`config.mk`:
```
export PLATFORM = sky130hd
export DESIGN_NAME = lsu_wb
export DESIGN_NICKNAME = d
export VERILOG_FILES = /design/src/rtl/lsu_wb.sv
export SDC_FILE = /design/constraint.sdc
export NUM_CORES = 1
export LEC_CHECK = 0
export CAP_MARGIN = 20
export CORE_ASPECT_RATIO = 1.2
export CORE_UTILIZATION = 47
export CTS_BUF_LIST = sky130_fd_sc_hd__clkbuf_8
export CTS_CLUSTER_SIZE = 28
export DETAILED_ROUTE_END_ITERATION = 6
export PLACE_DENSITY = 0.81
export REMOVE_ABC_BUFFERS = 1
export SKIP_CTS_REPAIR_TIMING = 1
export SYNTH_ARGS = -nofsm -noshare
export SYNTH_HDL_FRONTEND = slang
export SYNTH_SLANG_ARGS = --single-unit
```
`constraint.sdc`:
```
create_clock -name clk -period 2.9 [get_ports clk]
set_clock_uncertainty 0.05 [all_clocks]
set_input_delay 0.435 -clock clk [delete_from_list [all_inputs] [get_ports clk]]
set_output_delay 0.435 -clock clk [all_outputs]
set_load 0.03 [all_outputs]
```
`src/rtl/lsu_wb.sv`:
```
// Load/store unit bridging RV32I load/store commands onto a simple request/acknowledge
// memory bus. One command is in flight at a time. Byte lanes are placed for stores and
// extracted and extended for loads. Misaligned or illegal commands, and bus timeouts,
// complete with a fault pulse.
module lsu_wb #(
    parameter int unsigned TIMEOUT = 16
) (
    input  logic        clk,
    input  logic        rst_n,
    input  logic        start,
    input  logic        is_store,
    input  logic [2:0]  funct3,
    input  logic [31:0] base,
    input  logic [31:0] offset,
    input  logic [31:0] store_data,
    input  logic [4:0]  rd_addr_in,
    output logic        busy,
    output logic        done,
    output logic        fault,
    output logic        mem_req,
    output logic        mem_we,
    output logic [31:0] mem_addr,
    output logic [3:0]  mem_wstrb,
    output logic [31:0] mem_wdata,
    input  logic        mem_ack,
    input  logic [31:0] mem_rdata,
    output logic        rd_we,
    output logic [4:0]  rd_addr,
    output logic [31:0] rd_wdata
);

    typedef enum logic [1:0] {StIdle, StReq, StResp, StErr} state_e;

    // Counter value reached on the last REQ cycle allowed before aborting.
    localparam logic [7:0] TimeoutLast = 8'(TIMEOUT - 1);

    state_e      state_q;
    logic        is_store_q;
    logic [2:0]  funct3_q;
    logic [1:0]  eff_lo_q;
    logic [4:0]  rd_q;
    logic [7:0]  cnt_q;

    logic [31:0] eff;
    logic        cmd_legal;
    logic        cmd_misaligned;
    logic [3:0]  st_strb;
    logic [31:0] st_data;
    logic [31:0] ld_shifted;
    logic [31:0] ld_data;

    assign eff  = base + offset;
    assign busy = (state_q != StIdle);

    // Decode legality and alignment of the command presented on the inputs.
    always_comb begin
        cmd_legal = 1'b0;
        if (is_store) begin
            cmd_legal = (funct3 == 3'b000) || (funct3 == 3'b001) || (funct3 == 3'b010);
        end else begin
            cmd_legal = (funct3 == 3'b000) || (funct3 == 3'b001) || (funct3 == 3'b010) ||
                        (funct3 == 3'b100) || (funct3 == 3'b101);
        end
        cmd_misaligned = ((funct3[1:0] == 2'b01) && eff[0]) ||
                         ((funct3[1:0] == 2'b10) && (eff[1:0] != 2'b00));
    end

    // Byte strobes and lane-replicated write data for the incoming store.
    always_comb begin
        st_strb = 4'b1111;
        st_data = store_data;
        unique case (funct3[1:0])
            2'b00: begin
                st_strb = 4'b0001 << eff[1:0];
                st_data = {4{store_data[7:0]}};
            end
            2'b01: begin
                st_strb = 4'b0011 << eff[1:0];
                st_data = {2{store_data[15:0]}};
            end
            default: begin
                st_strb = 4'b1111;
                st_data = store_data;
            end
        endcase
    end

    // Select the addressed byte/halfword of the read word and extend it.
    always_comb begin
        ld_shifted = mem_rdata >> {eff_lo_q, 3'b000};
        ld_data    = mem_rdata;
        case (funct3_q)
            3'b000:  ld_data = {{24{ld_shifted[7]}}, ld_shifted[7:0]};
            3'b100:  ld_data = {24'h0, ld_shifted[7:0]};
            3'b001:  ld_data = {{16{ld_shifted[15]}}, ld_shifted[15:0]};
            3'b101:  ld_data = {16'h0, ld_shifted[15:0]};
            default: ld_data = mem_rdata;
        endcase
    end

    // Control FSM; every bus and register-file output is a register updated here.
    always_ff @(posedge clk) begin
        if (!rst_n) begin
            state_q    <= StIdle;
            is_store_q <= 1'b0;
            funct3_q   <= 3'b000;
            eff_lo_q   <= 2'b00;
            rd_q       <= 5'd0;
            cnt_q      <= 8'd0;
            done       <= 1'b0;
            fault      <= 1'b0;
            mem_req    <= 1'b0;
            mem_we     <= 1'b0;
            mem_addr   <= 32'h0;
            mem_wstrb  <= 4'h0;
            mem_wdata  <= 32'h0;
            rd_we      <= 1'b0;
            rd_addr    <= 5'd0;
            rd_wdata   <= 32'h0;
        end else begin
            // Completion outputs are single-cycle pulses unless set below.
            done     <= 1'b0;
            fault    <= 1'b0;
            rd_we    <= 1'b0;
            rd_addr  <= 5'd0;
            rd_wdata <= 32'h0;
            case (state_q)
                StIdle: begin
                    if (start) begin
                        is_store_q <= is_store;
                        funct3_q   <= funct3;
                        eff_lo_q   <= eff[1:0];
                        rd_q       <= rd_addr_in;
                        cnt_q      <= 8'd0;
                        if (!cmd_legal || cmd_misaligned) begin
                            state_q <= StErr;
                            done    <= 1'b1;
                            fault   <= 1'b1;
                        end else begin
                            state_q   <= StReq;
                            mem_req   <= 1'b1;
                            mem_we    <= is_store;
                            mem_addr  <= {eff[31:2], 2'b00};
                            mem_wstrb <= is_store ? st_strb : 4'h0;
                            mem_wdata <= is_store ? st_data : 32'h0;
                        end
                    end
                end
                StReq: begin
                    if (mem_ack || (cnt_q == TimeoutLast)) begin
                        // An acknowledge on the final allowed cycle still completes normally.
                        state_q   <= mem_ack ? StResp : StErr;
                        mem_req   <= 1'b0;
                        mem_we    <= 1'b0;
                        mem_addr  <= 32'h0;
                        mem_wstrb <= 4'h0;
                        mem_wdata <= 32'h0;
                        done      <= 1'b1;
                        fault     <= !mem_ack;
                        if (mem_ack && !is_store_q) begin
                            rd_we    <= (rd_q != 5'd0);
                            rd_addr  <= rd_q;
                            rd_wdata <= ld_data;
                        end
                    end else begin
                        cnt_q <= cnt_q + 8'd1;
                    end
                end
                StResp, StErr: begin
                    state_q <= StIdle;
                end
                default: begin
                    state_q <= StIdle;
                end
            endcase
        end
    end

endmodule

```
==> flow_summary.ini, run 1 <==
[run_status]
status = finished, final reports clean

[yosys]
synthMuxAreaShare_pct = 4.44
synthFlopType = dfxtp_1
syn_avg_cell_area_um2 = 7.97
synth_commonest_cells = 129 x dfxtp_1, 122 x nand2_1, 110 x a21oi_1, 71 x nor2_1, 50 x o21ai_0
syn_inst = 881
synthArstFlopShare_pct = 0
synth_compound_area_share_pct = 22.7
synth_area_leaders = dfxtp_1 37%, a21oi_1 7.8%, nand2_1 6.5%
synth-edff-count = 0
synth_fa_ha_area_share_pct = 5.99
synth.distinct_cells = 60
yosys.area.top_type = dfxtp_1
syn_area_um2 = 7020
synth_top_family_by_area = compound AO/OA/AOI/OAI gates
yosysMostFrequentCell = dfxtp_1
ys_ff_latch = 129
ys_warn_count = 0
ys_seq_area_share_pct = 36.8
synth_top_area_share_pct = 36.8
synth-xor-area-share_pct = 3.87
synthSimpleGateAreaFrac_pct = 22.4

[worst_setup_path]
cp-start-kind = input pin
r2r-end = mem_addr[9]$_SDFFE_PN0P_
crit_required_ns = 3.22
endpoint = mem_addr[26]$_SDFFE_PN0P_
path_max_fanout = 3
reg2reg_from = cnt_q[4]$_SDFFE_PN0P_
crit_type = in -> reg
crit_path_end_kind = register
r2r_cells = 8
arrival_ns = 3.05
r2r_setup_slack_ns = 0.60
crit_start = offset[0]

[place]
place_area_um2 = 10000
placed_cells = 1346
io_buffers = 249
hpwl_mm = 16.8
gp_congestion = 0.921

[final_layout]
layout-drive-gt1-share_pct = 9.59
final_cells = 1378
syn2layout_area_growth_pct = 49.2
fin_area_um2 = 10500
layout.nets = 1339
num_antenna_cells = 0

[grt]
grt_pass1_vias = 7280
grt_overflow = 0
use_met1_pct = 30.4
grt.total_usage_pct = 28.6
top_usage_layer = met2
grt.met3_usage_pct = 8.25
grt_pass1_wl_mm = 34.7
grt_max_degree = 70
antenna_found_initial = 0
grt.met2_usage_pct = 52.4

[timing]
tightest_slew_ns = 1.04
relSlewSlack_pct = 30.6
finalHoldViolCount = 0
max_freq_ghz = 0.366
min_period_ns = 2.73
drv_slew = 0
timing.hold.ws_ns = 0.417
rsz0062_at_grt = false
setup_viol = 0
period_share_pct = 94.1

[routing]
vias = 7457
drt_iter0_markers = 517
wl_per_cell_um = 15.9
final_antenna_net_count = 0
first_pass_iters = 5
remaining_drc_errors = 0
routed_via_density = 5.41
drt-total-wl_mm = 22.0

[power_and_ir_drop]
p_leak_nw = 4.03
ir_drop_v = 0.000255
cellPowerDensity_nw_per_um2 = 492
p_total_mw = 5.16

[floorplan]
die_y_um = 136
ios = 252
core-area_um2 = 14500
die_width_um = 114
dieArea_um2 = 15400
rows = 48
start_util_pct = 48.5

[clocking]
tritoncts = done
clock_latency_ns = 0.43
clock-root-buffer = clkbuf_8
path_clk_slew_ns = 0.09
cts_max_level = 4
cts_buffers = 17
clockBufferDepth = 2
cts.sinks = 129

[hold_path]
hp-start = mem_wdata[4]$_SDFFE_PN0P_
hold_path_class = reg -> reg

[job]
max_cap_violations = 0
==> report_power, final <==
group / switching [mW] / leakage [nW] / internal [mW] / total [mW]
clock network: 0.780 / 0.207 / 0.887 / 1.67
registers: 0.0623 / 1.05 / 1.86 / 1.93
logic: 0.841 / 2.77 / 0.725 / 1.57
==> kinds of logic (layout without fill, tap and decap cells) <==
family          count (synthesis)  after routing
other cells                     1              2
fa+ha+maj                      33             33
xor+xnor                       31             31
buf+inv                        60            356
flops                         129            129
compound gates                258            258
simple gates                  338            338
mux                            31             31
==> cell usage in the layout (no fill, tap or decap), types with 29 or more instances in the layout <==
cell and instances:
nor3_1 33, dfxtp_1 129, ha_1 32, a21boi_0 29
o21ai_0 50, mux2i_1 30, clkdlybuf4s50_1 248, nor2_1 71
buf_4 62, nand2_1 122, nor2b_1 42, a21oi_1 109
==> worst max-delay path: stages <==
cell             delay [ns]
clkdlybuf4s50_1        0.46
ha_1                   0.17
inv_1                  0.06
fa_1                   0.40
nor2b_1                0.19
o2111ai_1              0.15
a21oi_1                0.22
o21ai_0                0.20
a31oi_1                0.29
a21boi_0               0.18
xor2_1                 0.16
o21ai_0                0.14
==> metrics by stage <==
step,setup WS (ns),setup TNS (ns),util (%)
6_report,0.171,0,72.4
5_1_grt,0.0595,0,72.4
4_1_cts,0.179,0,72.3
3_5_place_dp,-0.292,-4.74,69.4
3_3_place_gp,-0.214,-1.55,69.4
2_1_floorplan,-0.743,-40.26,-
==> worst min-delay path by stage <==
stage	slack [ns]	cells past startpoint	endpoint
2_1_floorplan	0.40	2	rd_q[2]$_SDFFE_PN0P_
3_3_place_gp	0.38	2	mem_addr[30]$_SDFFE_PN0P_
3_5_place_dp	0.40	2	mem_addr[19]$_SDFFE_PN0P_
4_1_cts	0.42	2	mem_wdata[4]$_SDFFE_PN0P_
5_1_grt	0.43	2	mem_addr[17]$_SDFFE_PN0P_
6_report	0.42	2	mem_wdata[4]$_SDFFE_PN0P_
==> per-layer routing <==
metal	routed length (um)	share of wire, %
met1	8460	39
met2	11000	50
met3	1670	7.6
met4	790	3.6
met5	0	0
==> registers in the layout (all words and copies together) (netlist names), 2 cells and up <==
name       flops
mem_addr      30
mem_wstrb      4
rd_wdata      32
state_q        2
cnt_q          8
funct3_q       3
rd_q           5
mem_wdata     32
eff_lo_q       2
rd_addr        5
==> layout make-up <==
cell class | count | area [um2]
Multi-Input combinational cell | 693 | 4190
Clock buffer | 18 | 248
Inverter | 11 | 41.3
Tap cell | 200 | 250
Clock inverter | 14 | 175
Fill cell | 1202 | 4000
Sequential cell | 129 | 2580
Timing Repair Buffer | 313 | 2990
Note: power is estimated with default switching activity, not from simulation.
==> run 2, diff against run 1 <==
- GPL_ROUTABILITY_DRIVEN: default -> 1
- SETUP_SLACK_MARGIN: default -> 0.5
- SKIP_LAST_GASP: default -> 1
==> flow_summary.ini, run 2 (synthesized netlist as in run 1, its figures left out) <==
[routing]
vias = 7648
wl_per_cell_um = 17.0
drt_iter0_markers = 626
drt-total-wl_mm = 23.5
final_antenna_net_count = 0
routed_via_density = 5.52
first_pass_iters = 5
remaining_drc_errors = 0

[worst_setup_path]
path_max_fanout = 3
crit_chain = clkdlybuf4s50_1, ha_1, buf_4, o21ai_4, o311ai_4, nand3_2, o31ai_2, buf_4, mux2i_1, nand2_1
arrival_ns = 2.72
r2r_setup_slack_ns = 0.63
crit_slowest_cell = clkdlybuf4s50_1
r2r_cells = 7
r2r-end = rd_wdata[24]$_SDFF_PN0_
crit_path_end_kind = register
path_common_cell = buf_4
reg2reg_from = eff_lo_q[1]$_SDFFE_PN0P_
crit_type = in -> reg
crit_required_ns = 3.19
cp-start-kind = input pin
critical_path.max_stage_delay_ns = 0.42

[clocking]
clock_latency_ns = 0.43
path_clk_slew_ns = 0.09
cts_max_level = 4
tritoncts = done
cts.sinks = 129
cts_buffers = 17
clockBufferDepth = 2
clock-root-buffer = clkbuf_8

[timing]
max_freq_ghz = 0.410
period_share_pct = 84.1
finalHoldViolCount = 0
drv_slew = 0
setup_viol = 0
rsz0062_at_grt = true
fin_ws_ns = 0.461
tightest_slew_ns = 1.03
min_period_ns = 2.44
relSlewSlack_pct = 31.4
tns_ns = 0

[run_status]
status = finished, final reports clean

[power_and_ir_drop]
ir_drop_v = 0.000269
p_leak_nw = 4.24
cellPowerDensity_nw_per_um2 = 485

[job]
max_cap_violations = 0

[final_layout]
fin_area_um2 = 11000
layout-drive-gt1-share_pct = 14.8
layout_common_cells = 234 x clkdlybuf4s50_1, 129 x dfxtp_1, 119 x nand2_1, 98 x a21oi_1, 69 x buf_4
layout.nets = 1346
syn2layout_area_growth_pct = 56.0
num_antenna_cells = 0
reg_top3 = mem_wdata x32, rd_wdata x32, mem_addr x30
layout_commonest_cell = clkdlybuf4s50_1

[place]
place_area_um2 = 10000
pre_cts_slack_ns = -0.292
hpwl_mm = 16.8
io_buffers = 249
gp_congestion = 0.921

[grt]
grt_pass1_wl_mm = 34.7
grt_max_degree = 70
grt.total_usage_pct = 28.6
grt_pass1_vias = 7280
antenna_found_initial = 0
grt_overflow = 0

[floorplan]
start_util_pct = 48.5
core-area_um2 = 14500
ios = 252
die_width_um = 114
rows = 48
dieArea_um2 = 15400
die_y_um = 136

[hold_path]
hold-path-cell-count = 2
hold_path_end = mem_addr[30]$_SDFFE_PN0P_
hp-start = mem_addr[30]$_SDFFE_PN0P_
hold_path_class = reg -> reg
[run 2: worst max path at each step]
stage / end / slack [ns] / cells after the start / startpoint
4_1_cts: mem_addr[28]$_SDFFE_PN0P_ / 0.18 / 13 / offset[0]
5_1_grt: mem_addr[31]$_SDFFE_PN0P_ / 0.41 / 10 / offset[5]
2_1_floorplan: mem_addr[21]$_SDFFE_PN0P_ / -0.74 / 7 / offset[0]
3_5_place_dp: mem_addr[28]$_SDFFE_PN0P_ / -0.29 / 13 / offset[0]
6_report: mem_addr[31]$_SDFFE_PN0P_ / 0.46 / 10 / base[5]
3_3_place_gp: mem_addr[28]$_SDFFE_PN0P_ / -0.21 / 13 / offset[0]
[run 2: area by class of cell]
class,instances,area (um2)
fill,1085,3510
sequential,129,2580
tap,200,250
multi-input combinational,693,4580
clock buffer,18,248
clock inverter,14,175
timing repair buffer,320,3080
inverter,11,41.3
[run 2: critical path: cells and delay by family]
family	cells	cell delay, ns
buf+inv	3	0.77
simple gates	2	0.21
compound gates	3	0.73
fa+ha+maj	1	0.39
mux	1	0.17
[run 2: per-stage QoR]
stage | utilization, % | power, mW | hold slack (ns) | std cells
after detailed placement | 69.4 | 3.51 | 0.396 | 1346
after global placement | 69.4 | 3.49 | 0.384 | 1346
after floorplan | - | 2.78 | 0.402 | 833
final | 75.7 | 5.32 | 0.409 | 1385
after CTS | 72.3 | 5.18 | 0.420 | 1378
after global routing | 75.7 | 5.54 | 0.434 | 1385
[run 2: routing by layer]
metal	global-route usage (%)	wire (um)	up-vias	part of all wire (%)
li1	-	-	3710	-
met1	30.4	8840	3492	38
met2	52.4	11800	370	50
met3	8.25	1920	76	8.2
met4	12.5	986	0	4.2
met5	0	0	-	0
[run 2: where the power goes]
group          switching, mW  internal [mW]  total (mW)
logic                  0.916          0.792        1.71
registers             0.0638           1.86        1.93
clock network          0.792          0.887        1.68
total                   1.77           3.54        5.32
